==> src/rtl/lsu_pkg.sv <==
// Shared funct3 codes, FSM states and the request-legality helper for the load/store unit.
package lsu_pkg;

    localparam logic [2:0] F3_B  = 3'b000;
    localparam logic [2:0] F3_H  = 3'b001;
    localparam logic [2:0] F3_W  = 3'b010;
    localparam logic [2:0] F3_BU = 3'b100;
    localparam logic [2:0] F3_HU = 3'b101;

    typedef enum logic [2:0] {
        IDLE,
        LOAD,
        RMW_RD,
        WRITE,
        RESP
    } state_t;

    // Unsigned widths only make sense for loads.
    function automatic logic f3_legal(input logic store, input logic [2:0] f3);
        case (f3)
            F3_B, F3_H, F3_W: return 1'b1;
            F3_BU, F3_HU:     return !store;
            default:          return 1'b0;
        endcase
    endfunction

endpackage

==> src/rtl/lsu_mem_ctrl_if.sv <==
// Request/response channel plus data-memory port of the load/store unit.
// slave = the controller, master = pipeline and memory side.
interface lsu_mem_ctrl_if;
    logic        req_valid;
    logic        req_ready;
    logic        req_store;
    logic [2:0]  req_funct3;
    logic [31:0] req_addr;
    logic [31:0] req_wdata;
    logic        resp_valid;
    logic        resp_ready;
    logic [31:0] resp_rdata;
    logic        resp_err;
    logic        mem_wen;
    logic [31:0] mem_addr;
    logic [31:0] mem_wdata;
    logic [31:0] mem_rdata;

    modport slave (
        input  req_valid, req_store, req_funct3, req_addr, req_wdata, resp_ready, mem_rdata,
        output req_ready, resp_valid, resp_rdata, resp_err, mem_wen, mem_addr, mem_wdata
    );

    modport master (
        output req_valid, req_store, req_funct3, req_addr, req_wdata, resp_ready, mem_rdata,
        input  req_ready, resp_valid, resp_rdata, resp_err, mem_wen, mem_addr, mem_wdata
    );
endinterface

==> src/rtl/lsu_data_align.sv <==
// Load sign/zero extension and SB/SH store merge into a 32-bit memory word.
// Purely combinational, no latency, no backpressure.
module lsu_data_align
    import lsu_pkg::*;
(
    input  logic [2:0]  funct3,
    input  logic [31:0] rdata,
    input  logic [31:0] wdata,
    output logic [31:0] ext_data,
    output logic [31:0] merged
);

    always_comb begin
        ext_data = rdata;
        case (funct3)
            F3_B:    ext_data = {{24{rdata[7]}}, rdata[7:0]};
            F3_H:    ext_data = {{16{rdata[15]}}, rdata[15:0]};
            F3_BU:   ext_data = {24'd0, rdata[7:0]};
            F3_HU:   ext_data = {16'd0, rdata[15:0]};
            default: ext_data = rdata;
        endcase
    end

    always_comb begin
        merged = wdata;
        case (funct3)
            F3_B:    merged = {rdata[31:8], wdata[7:0]};
            F3_H:    merged = {rdata[31:16], wdata[15:0]};
            default: merged = wdata;
        endcase
    end

endmodule

==> src/rtl/lsu_mem_ctrl.sv <==
// Load/store FSM driving a 4-byte-wide memory port; SB/SH read-modify-write.
// Latency err 1 / load 2 / SW 2 / SB,SH 3 cycles; one request in flight, req_ready low until resp handshake.
module lsu_mem_ctrl
    import lsu_pkg::*;
#(
    parameter int MEM_BYTES = 32
) (
    input  logic          clk,
    input  logic          rst_n,
    lsu_mem_ctrl_if.slave bus
);

    localparam logic [31:0] ADDR_MAX = 32'(MEM_BYTES - 4);

    state_t      state;
    logic [2:0]  f3_q;
    logic [31:0] wdata_q;
    logic        req_ready_q;
    logic        resp_valid_q;
    logic [31:0] resp_rdata_q;
    logic        resp_err_q;
    logic        mem_wen_q;
    logic [31:0] mem_addr_q;
    logic [31:0] mem_wdata_q;
    logic [31:0] ext_data;
    logic [31:0] merged;
    logic        req_err;

    assign req_err = !f3_legal(bus.req_store, bus.req_funct3) || (bus.req_addr > ADDR_MAX);

    lsu_data_align u_align (
        .funct3   (f3_q),
        .rdata    (bus.mem_rdata),
        .wdata    (wdata_q),
        .ext_data (ext_data),
        .merged   (merged)
    );

    always_ff @(posedge clk or negedge rst_n) begin
        if (!rst_n) begin
            state        <= IDLE;
            f3_q         <= '0;
            wdata_q      <= '0;
            req_ready_q  <= 1'b1;
            resp_valid_q <= 1'b0;
            resp_rdata_q <= '0;
            resp_err_q   <= 1'b0;
            mem_wen_q    <= 1'b0;
            mem_addr_q   <= '0;
            mem_wdata_q  <= '0;
        end else begin
            case (state)
                IDLE: begin
                    if (bus.req_valid) begin
                        f3_q        <= bus.req_funct3;
                        wdata_q     <= bus.req_wdata;
                        req_ready_q <= 1'b0;
                        if (req_err) begin
                            resp_valid_q <= 1'b1;
                            resp_err_q   <= 1'b1;
                            resp_rdata_q <= '0;
                            state        <= RESP;
                        end else begin
                            mem_addr_q <= bus.req_addr;
                            if (!bus.req_store) begin
                                state <= LOAD;
                            end else if (bus.req_funct3 == F3_W) begin
                                mem_wdata_q <= bus.req_wdata;
                                mem_wen_q   <= 1'b1;
                                state       <= WRITE;
                            end else begin
                                state <= RMW_RD;
                            end
                        end
                    end
                end
                LOAD: begin
                    resp_rdata_q <= ext_data;
                    resp_err_q   <= 1'b0;
                    resp_valid_q <= 1'b1;
                    state        <= RESP;
                end
                RMW_RD: begin
                    mem_wdata_q <= merged;
                    mem_wen_q   <= 1'b1;
                    state       <= WRITE;
                end
                WRITE: begin
                    mem_wen_q    <= 1'b0;
                    resp_rdata_q <= '0;
                    resp_err_q   <= 1'b0;
                    resp_valid_q <= 1'b1;
                    state        <= RESP;
                end
                RESP: begin
                    if (bus.resp_ready) begin
                        resp_valid_q <= 1'b0;
                        req_ready_q  <= 1'b1;
                        state        <= IDLE;
                    end
                end
                default: state <= IDLE;
            endcase
        end
    end

    assign bus.req_ready  = req_ready_q;
    assign bus.resp_valid = resp_valid_q;
    assign bus.resp_rdata = resp_rdata_q;
    assign bus.resp_err   = resp_err_q;
    assign bus.mem_wen    = mem_wen_q;
    assign bus.mem_addr   = mem_addr_q;
    assign bus.mem_wdata  = mem_wdata_q;

endmodule

==> src/flat_wrapper.sv <==
// flat-port wrapper written by rule: the top's interface ports become plain ports
module lsu_mem_ctrl_flat import lsu_pkg::*;
#(
    parameter int MEM_BYTES = 32
)
  (clk, rst_n, bus_req_valid, bus_req_store, bus_req_funct3, bus_req_addr, bus_req_wdata, bus_resp_ready, bus_mem_rdata, bus_req_ready, bus_resp_valid, bus_resp_rdata, bus_resp_err, bus_mem_wen, bus_mem_addr, bus_mem_wdata);
  lsu_mem_ctrl_if bus_i ();
  input  logic clk;
  input  logic rst_n;
  input wire logic [$bits(bus_i.req_valid)-1:0] bus_req_valid;
  input wire logic [$bits(bus_i.req_store)-1:0] bus_req_store;
  input wire logic [$bits(bus_i.req_funct3)-1:0] bus_req_funct3;
  input wire logic [$bits(bus_i.req_addr)-1:0] bus_req_addr;
  input wire logic [$bits(bus_i.req_wdata)-1:0] bus_req_wdata;
  input wire logic [$bits(bus_i.resp_ready)-1:0] bus_resp_ready;
  input wire logic [$bits(bus_i.mem_rdata)-1:0] bus_mem_rdata;
  output wire logic [$bits(bus_i.req_ready)-1:0] bus_req_ready;
  output wire logic [$bits(bus_i.resp_valid)-1:0] bus_resp_valid;
  output wire logic [$bits(bus_i.resp_rdata)-1:0] bus_resp_rdata;
  output wire logic [$bits(bus_i.resp_err)-1:0] bus_resp_err;
  output wire logic [$bits(bus_i.mem_wen)-1:0] bus_mem_wen;
  output wire logic [$bits(bus_i.mem_addr)-1:0] bus_mem_addr;
  output wire logic [$bits(bus_i.mem_wdata)-1:0] bus_mem_wdata;
  assign bus_i.req_valid = bus_req_valid;
  assign bus_i.req_store = bus_req_store;
  assign bus_i.req_funct3 = bus_req_funct3;
  assign bus_i.req_addr = bus_req_addr;
  assign bus_i.req_wdata = bus_req_wdata;
  assign bus_i.resp_ready = bus_resp_ready;
  assign bus_i.mem_rdata = bus_mem_rdata;
  assign bus_req_ready = bus_i.req_ready;
  assign bus_resp_valid = bus_i.resp_valid;
  assign bus_resp_rdata = bus_i.resp_rdata;
  assign bus_resp_err = bus_i.resp_err;
  assign bus_mem_wen = bus_i.mem_wen;
  assign bus_mem_addr = bus_i.mem_addr;
  assign bus_mem_wdata = bus_i.mem_wdata;
  lsu_mem_ctrl #(.MEM_BYTES(MEM_BYTES)) u_core (.clk(clk), .rst_n(rst_n), .bus(bus_i));
endmodule
==> config.mk <==
export PLATFORM = sky130hd
export DESIGN_NAME = lsu_mem_ctrl_flat
export DESIGN_NICKNAME = d
export VERILOG_FILES = /design/src/rtl/lsu_pkg.sv /design/src/rtl/lsu_mem_ctrl_if.sv /design/src/rtl/lsu_data_align.sv /design/src/rtl/lsu_mem_ctrl.sv /design/src/flat_wrapper.sv
export SDC_FILE = /design/constraint.sdc
export NUM_CORES = 1
export LEC_CHECK = 0
export BUFFER_PORTS_ARGS = -buffer_cell sky130_fd_sc_hd__buf_2
export CELL_PAD_IN_SITES_DETAIL_PLACEMENT = 0
export CELL_PAD_IN_SITES_GLOBAL_PLACEMENT = 1
export CORE_MARGIN = 4
export CORE_UTILIZATION = 39
export CTS_BUF_LIST = sky130_fd_sc_hd__clkbuf_16
export DETAILED_ROUTE_END_ITERATION = 10
export PLACE_DENSITY = 0.88
export SLEW_MARGIN = 20
export SYNTH_ARGS = -nofsm -noshare
export SYNTH_HDL_FRONTEND = slang
export SYNTH_SLANG_ARGS = --single-unit
==> constraint.sdc <==
create_clock -name clk -period 2.75 [get_ports clk]
set_clock_uncertainty 0.15 [all_clocks]
set_input_delay 0.825 -clock clk [delete_from_list [all_inputs] [get_ports clk]]
set_output_delay 0.825 -clock clk [all_outputs]
set_load 0.02 [all_outputs]
==> metrics.md <==
| Metric | Value |
|---|---|
| Setup-failing EPs final | `0` |
| Root Buffer | `clkbuf_16` |
| Area grow syn2layout | `33.0%` |
| Full die area | `17,500 um2` |
| DRC errors left | `0` |
| Worst Path Required | `2.90 ns` |
| Met2 usage | `0.297` |
| Min cycle time layout | `between 2 and 2.5 ns` |
| Overflow after GRT | `0` |
| Hold buffer count at cts | `0` |
| Fin util | `0.529` |
| WL/cell | `around 17 um` |
| DRT iter0 DRCs | `292` |
| Post_cts resized | `0` |
| Max-slew headroom | `0.652` |
| CTS sink cnt | `138` |
| RSZ-0062 raised after global routing | `no` |
| Largest net degree at the start of global routing | `55` |
| Initial antenna violation count | `2` |
| PortBufs | `203` |
| Register area share after synthesis | `0.574` |
| Clk slew on worst S/H paths | `0.06 ns` |
| Horiz. Die Dim | `about 130 um` |
| Clock Latency Late Sink | `0.41 ns` |
| Yosys reg bits | `roughly 140` |
| CP arrival | `2.47 ns` |
| Initial core utilization | `0.398` |
| Final hold vios | `0` |
| FF+latch area | `about 3500 um2` |
| Syn avg cell area | `between 10 and 15 um2` |
| Area of the multi-input gates | `between 2000 and 2500 um2` |
| Cell count after synthesis | `522` |
| Number of global-route vias before repair | `4,892` |
| Worst vdd ir | `0.000373 V` |
| Tcrit/Tclk final | `0.844` |
| Ys Warns | `0` |
| TritonCTS buffer count | `17` |
| Synthesized net count | `626` |
| Least-Margin Pin Slew | `about 0.52 ns` |
| Layout cells sized above 1 | `0.460` |
| # rows | `between 40 and 50` |
| Reg2reg path depth | `5` |
| Min-Delay Path Class | `in -> async` |
| Fin worst setup slack | `approximately 0.43 ns` |
| HPWL after detailed placement | `11,700 um` |
| Worst Setup End Kind | `flip-flop` |
| Core Area | `~15,000 um2` |
| Die Ht | `132 um` |
| Worst reg2reg path startpoint | `u_core.state[1]$_DFFE_PN0P_` |
| GR Layer Usage met3 | `0.0580` |
| Pleak | `~4.1 nW` |
| Status | `finished clean` |
| All-Layer GR Usage | `0.184` |
| DRT Pass-1 Iters | `5` |
| Crit path launch | `bus_req_addr[19]` |
| Vias | `roughly 4,600` |
| Clock Path Buffers | `2` |
| Post-CTS Setup Inserts | `0` |
| # IOs | `204` |
| # fillers | `roughly 1,400` |
| # H-tree levels | `4` |
| Fin Hold WS | `0.214 ns` |
| Worst setup SP type | `primary input` |
| GPL Wtd Cong | `approximately 0.86` |
| Crit path kind | `in -> reg` |
| Via density | `between 4 and 5` |
| Layer carrying the most global-route usage | `met2` |
| Design Power | `around 5.1 mW` |
| Max-slew violation count | `0` |
| Routed WL | `between 15,000 and 20,000 um` |
| GR Util met1 | `0.234` |
| Crit-path max FO | `27` |
| P per Cell Area | `approximately 640 nW/um2` |
| Max-cap violations | `0` |
| R2R Setup Slk | `roughly 0.59 ns` |
| TritonCTS clock tree | `yes` |
| Post-synthesis cell type count | `35` |
| R2R Path End | `u_core.bus.mem_wdata[4]$_DFFE_PN0P_` |
| First-pass GRT wire length | `between 20,000 and 30,000 um` |
| Antenna Nets Post-Route | `0` |
| Dpl ws | `-0.0115 ns` |
| Worst setup path end | `u_core.bus.mem_addr[19]$_DFFE_PN0P_` |
| F_max | `around 430 MHz` |
| Post-Syn Area | `approximately 6000 um2` |
| Nets | `between 800 and 900` |
## Yosys cell counts, drive strengths merged
master | count | area (um2)
a211oi | 1 | 7.51
a21oi | 28 | 140
a221oi | 1 | 8.76
a22o | 1 | 8.76
a31oi | 2 | 12.5
a41o | 2 | 20.0
and2 | 27 | 169
buf | 15 | 81.3
clkbuf | 19 | 71.3
dfrtp | 137 | 3430
dfstp | 1 | 26.3
inv | 2 | 7.51
mux2 | 80 | 912
mux2i | 24 | 240
nand2 | 67 | 254
nand2b | 1 | 6.26
nand3 | 1 | 5.00
nand3b | 1 | 7.51
nand4 | 1 | 6.26
nor2 | 34 | 130
nor2b | 17 | 106
nor3 | 4 | 30.0
nor4 | 7 | 43.8
nor4b | 3 | 41.3
o2111ai | 1 | 8.76
o211ai | 1 | 7.51
o21ai | 28 | 140
o22ai | 16 | 100
## layout by cell type (no fill, tap or decap), types with 2 or more instances in the layout
cell type     n
nor3_2        3
nor2_1       32
nor4_1        7
clkbuf_16    17
nor2b_1      17
and2_1       27
inv_1         4
mux2_4        3
nand2_1      66
a41o_1        2
buf_4        11
diode_2       2
nor2_2        2
clkinv_2      2
o22ai_1      16
o21ai_0      27
buf_12        9
buf_2       202
clkinvlp_4    5
mux2_2       77
bufinv_16     3
mux2i_1      24
a21oi_1      28
dfrtp_1     137
## logic make-up (layout without fill, tap and decap cells)
family | count (synthesis) | after routing | synth area share
muxes | 104 | 104 | 0.191
other | 0 | 2 | 0
and+or+nand+nor | 163 | 163 | 0.133
DFF | 138 | 138 | 0.574
buffers and inverters | 36 | 256 | 0.0266
AOI/OAI and AO/OA | 81 | 81 | 0.0754
## critical path, stage by stage
cell and delay (ns):
buf_2 0.10, nor4_1 0.30, nand4_1 0.18, buf_4 0.18
nor4b_4 0.30, nand2_2 0.18, buf_4 0.24, and2_1 0.17
## worst min-delay path by stage
| stage | from | end | depth (start not counted) |
|---|---|---|---|
| 5_1_grt | rst_n | u_core.bus.resp_rdata[18]$_DFFE_PN0P_ | 1 |
| 6_report | rst_n | u_core.bus.resp_rdata[18]$_DFFE_PN0P_ | 1 |
| 4_1_cts | rst_n | u_core.bus.resp_rdata[18]$_DFFE_PN0P_ | 1 |
| 3_5_place_dp | u_core.bus.mem_addr[6]$_DFFE_PN0P_ | u_core.bus.mem_addr[6]$_DFFE_PN0P_ | 1 |
| 3_3_place_gp | u_core.bus.mem_addr[25]$_DFFE_PN0P_ | u_core.bus.mem_addr[25]$_DFFE_PN0P_ | 1 |
| 2_1_floorplan | u_core.wdata_q[0]$_DFFE_PN0P_ | u_core.wdata_q[0]$_DFFE_PN0P_ | 1 |
## per-stage QoR
stage	instances	cell area (um2)	TNS, ns
after floorplan	522	6020	0
after global placement	899	7420	0
after detailed placement	899	7420	-0.105
after CTS	930	8000	0
after global routing	932	8010	0
final	932	8010	0
## report_power, final
group / internal [mW] / leakage (nW) / switching [mW]
Sequential: 2.16 / 1.83 / 0.0838
Clock: 1.41 / 0.277 / 0.843
Combinational: 0.322 / 2.03 / 0.306
Total: 3.89 / 4.14 / 1.23
## layer usage
metal | share of wire | vias to the layer above
met5 | 0 | -
met1 | 0.43 | 2210
met3 | 0.064 | 30
met2 | 0.48 | 145
li1 | - | 2218
met4 | 0.023 | 0
## registers in the layout, indices dropped and copies added (netlist names), 3 cells and up
name and cells:
u_core.bus.mem_addr 32, u_core.bus.mem_wdata 32, u_core.bus.resp_rdata 32, u_core.f3_q 3, u_core.state 3, u_core.wdata_q 32
## cell type report
type,count,area share
flip-flops and latches,138,0.432
multi-input cells,348,0.304
repair buffers,223,0.161
clock buffers,17,0.0531
well taps,188,0.0294
clock inverters,14,0.0197
inverters,2,0.000938
diodes,2,0.000625
No activity file was read; power rests on OpenSTA's default activity.
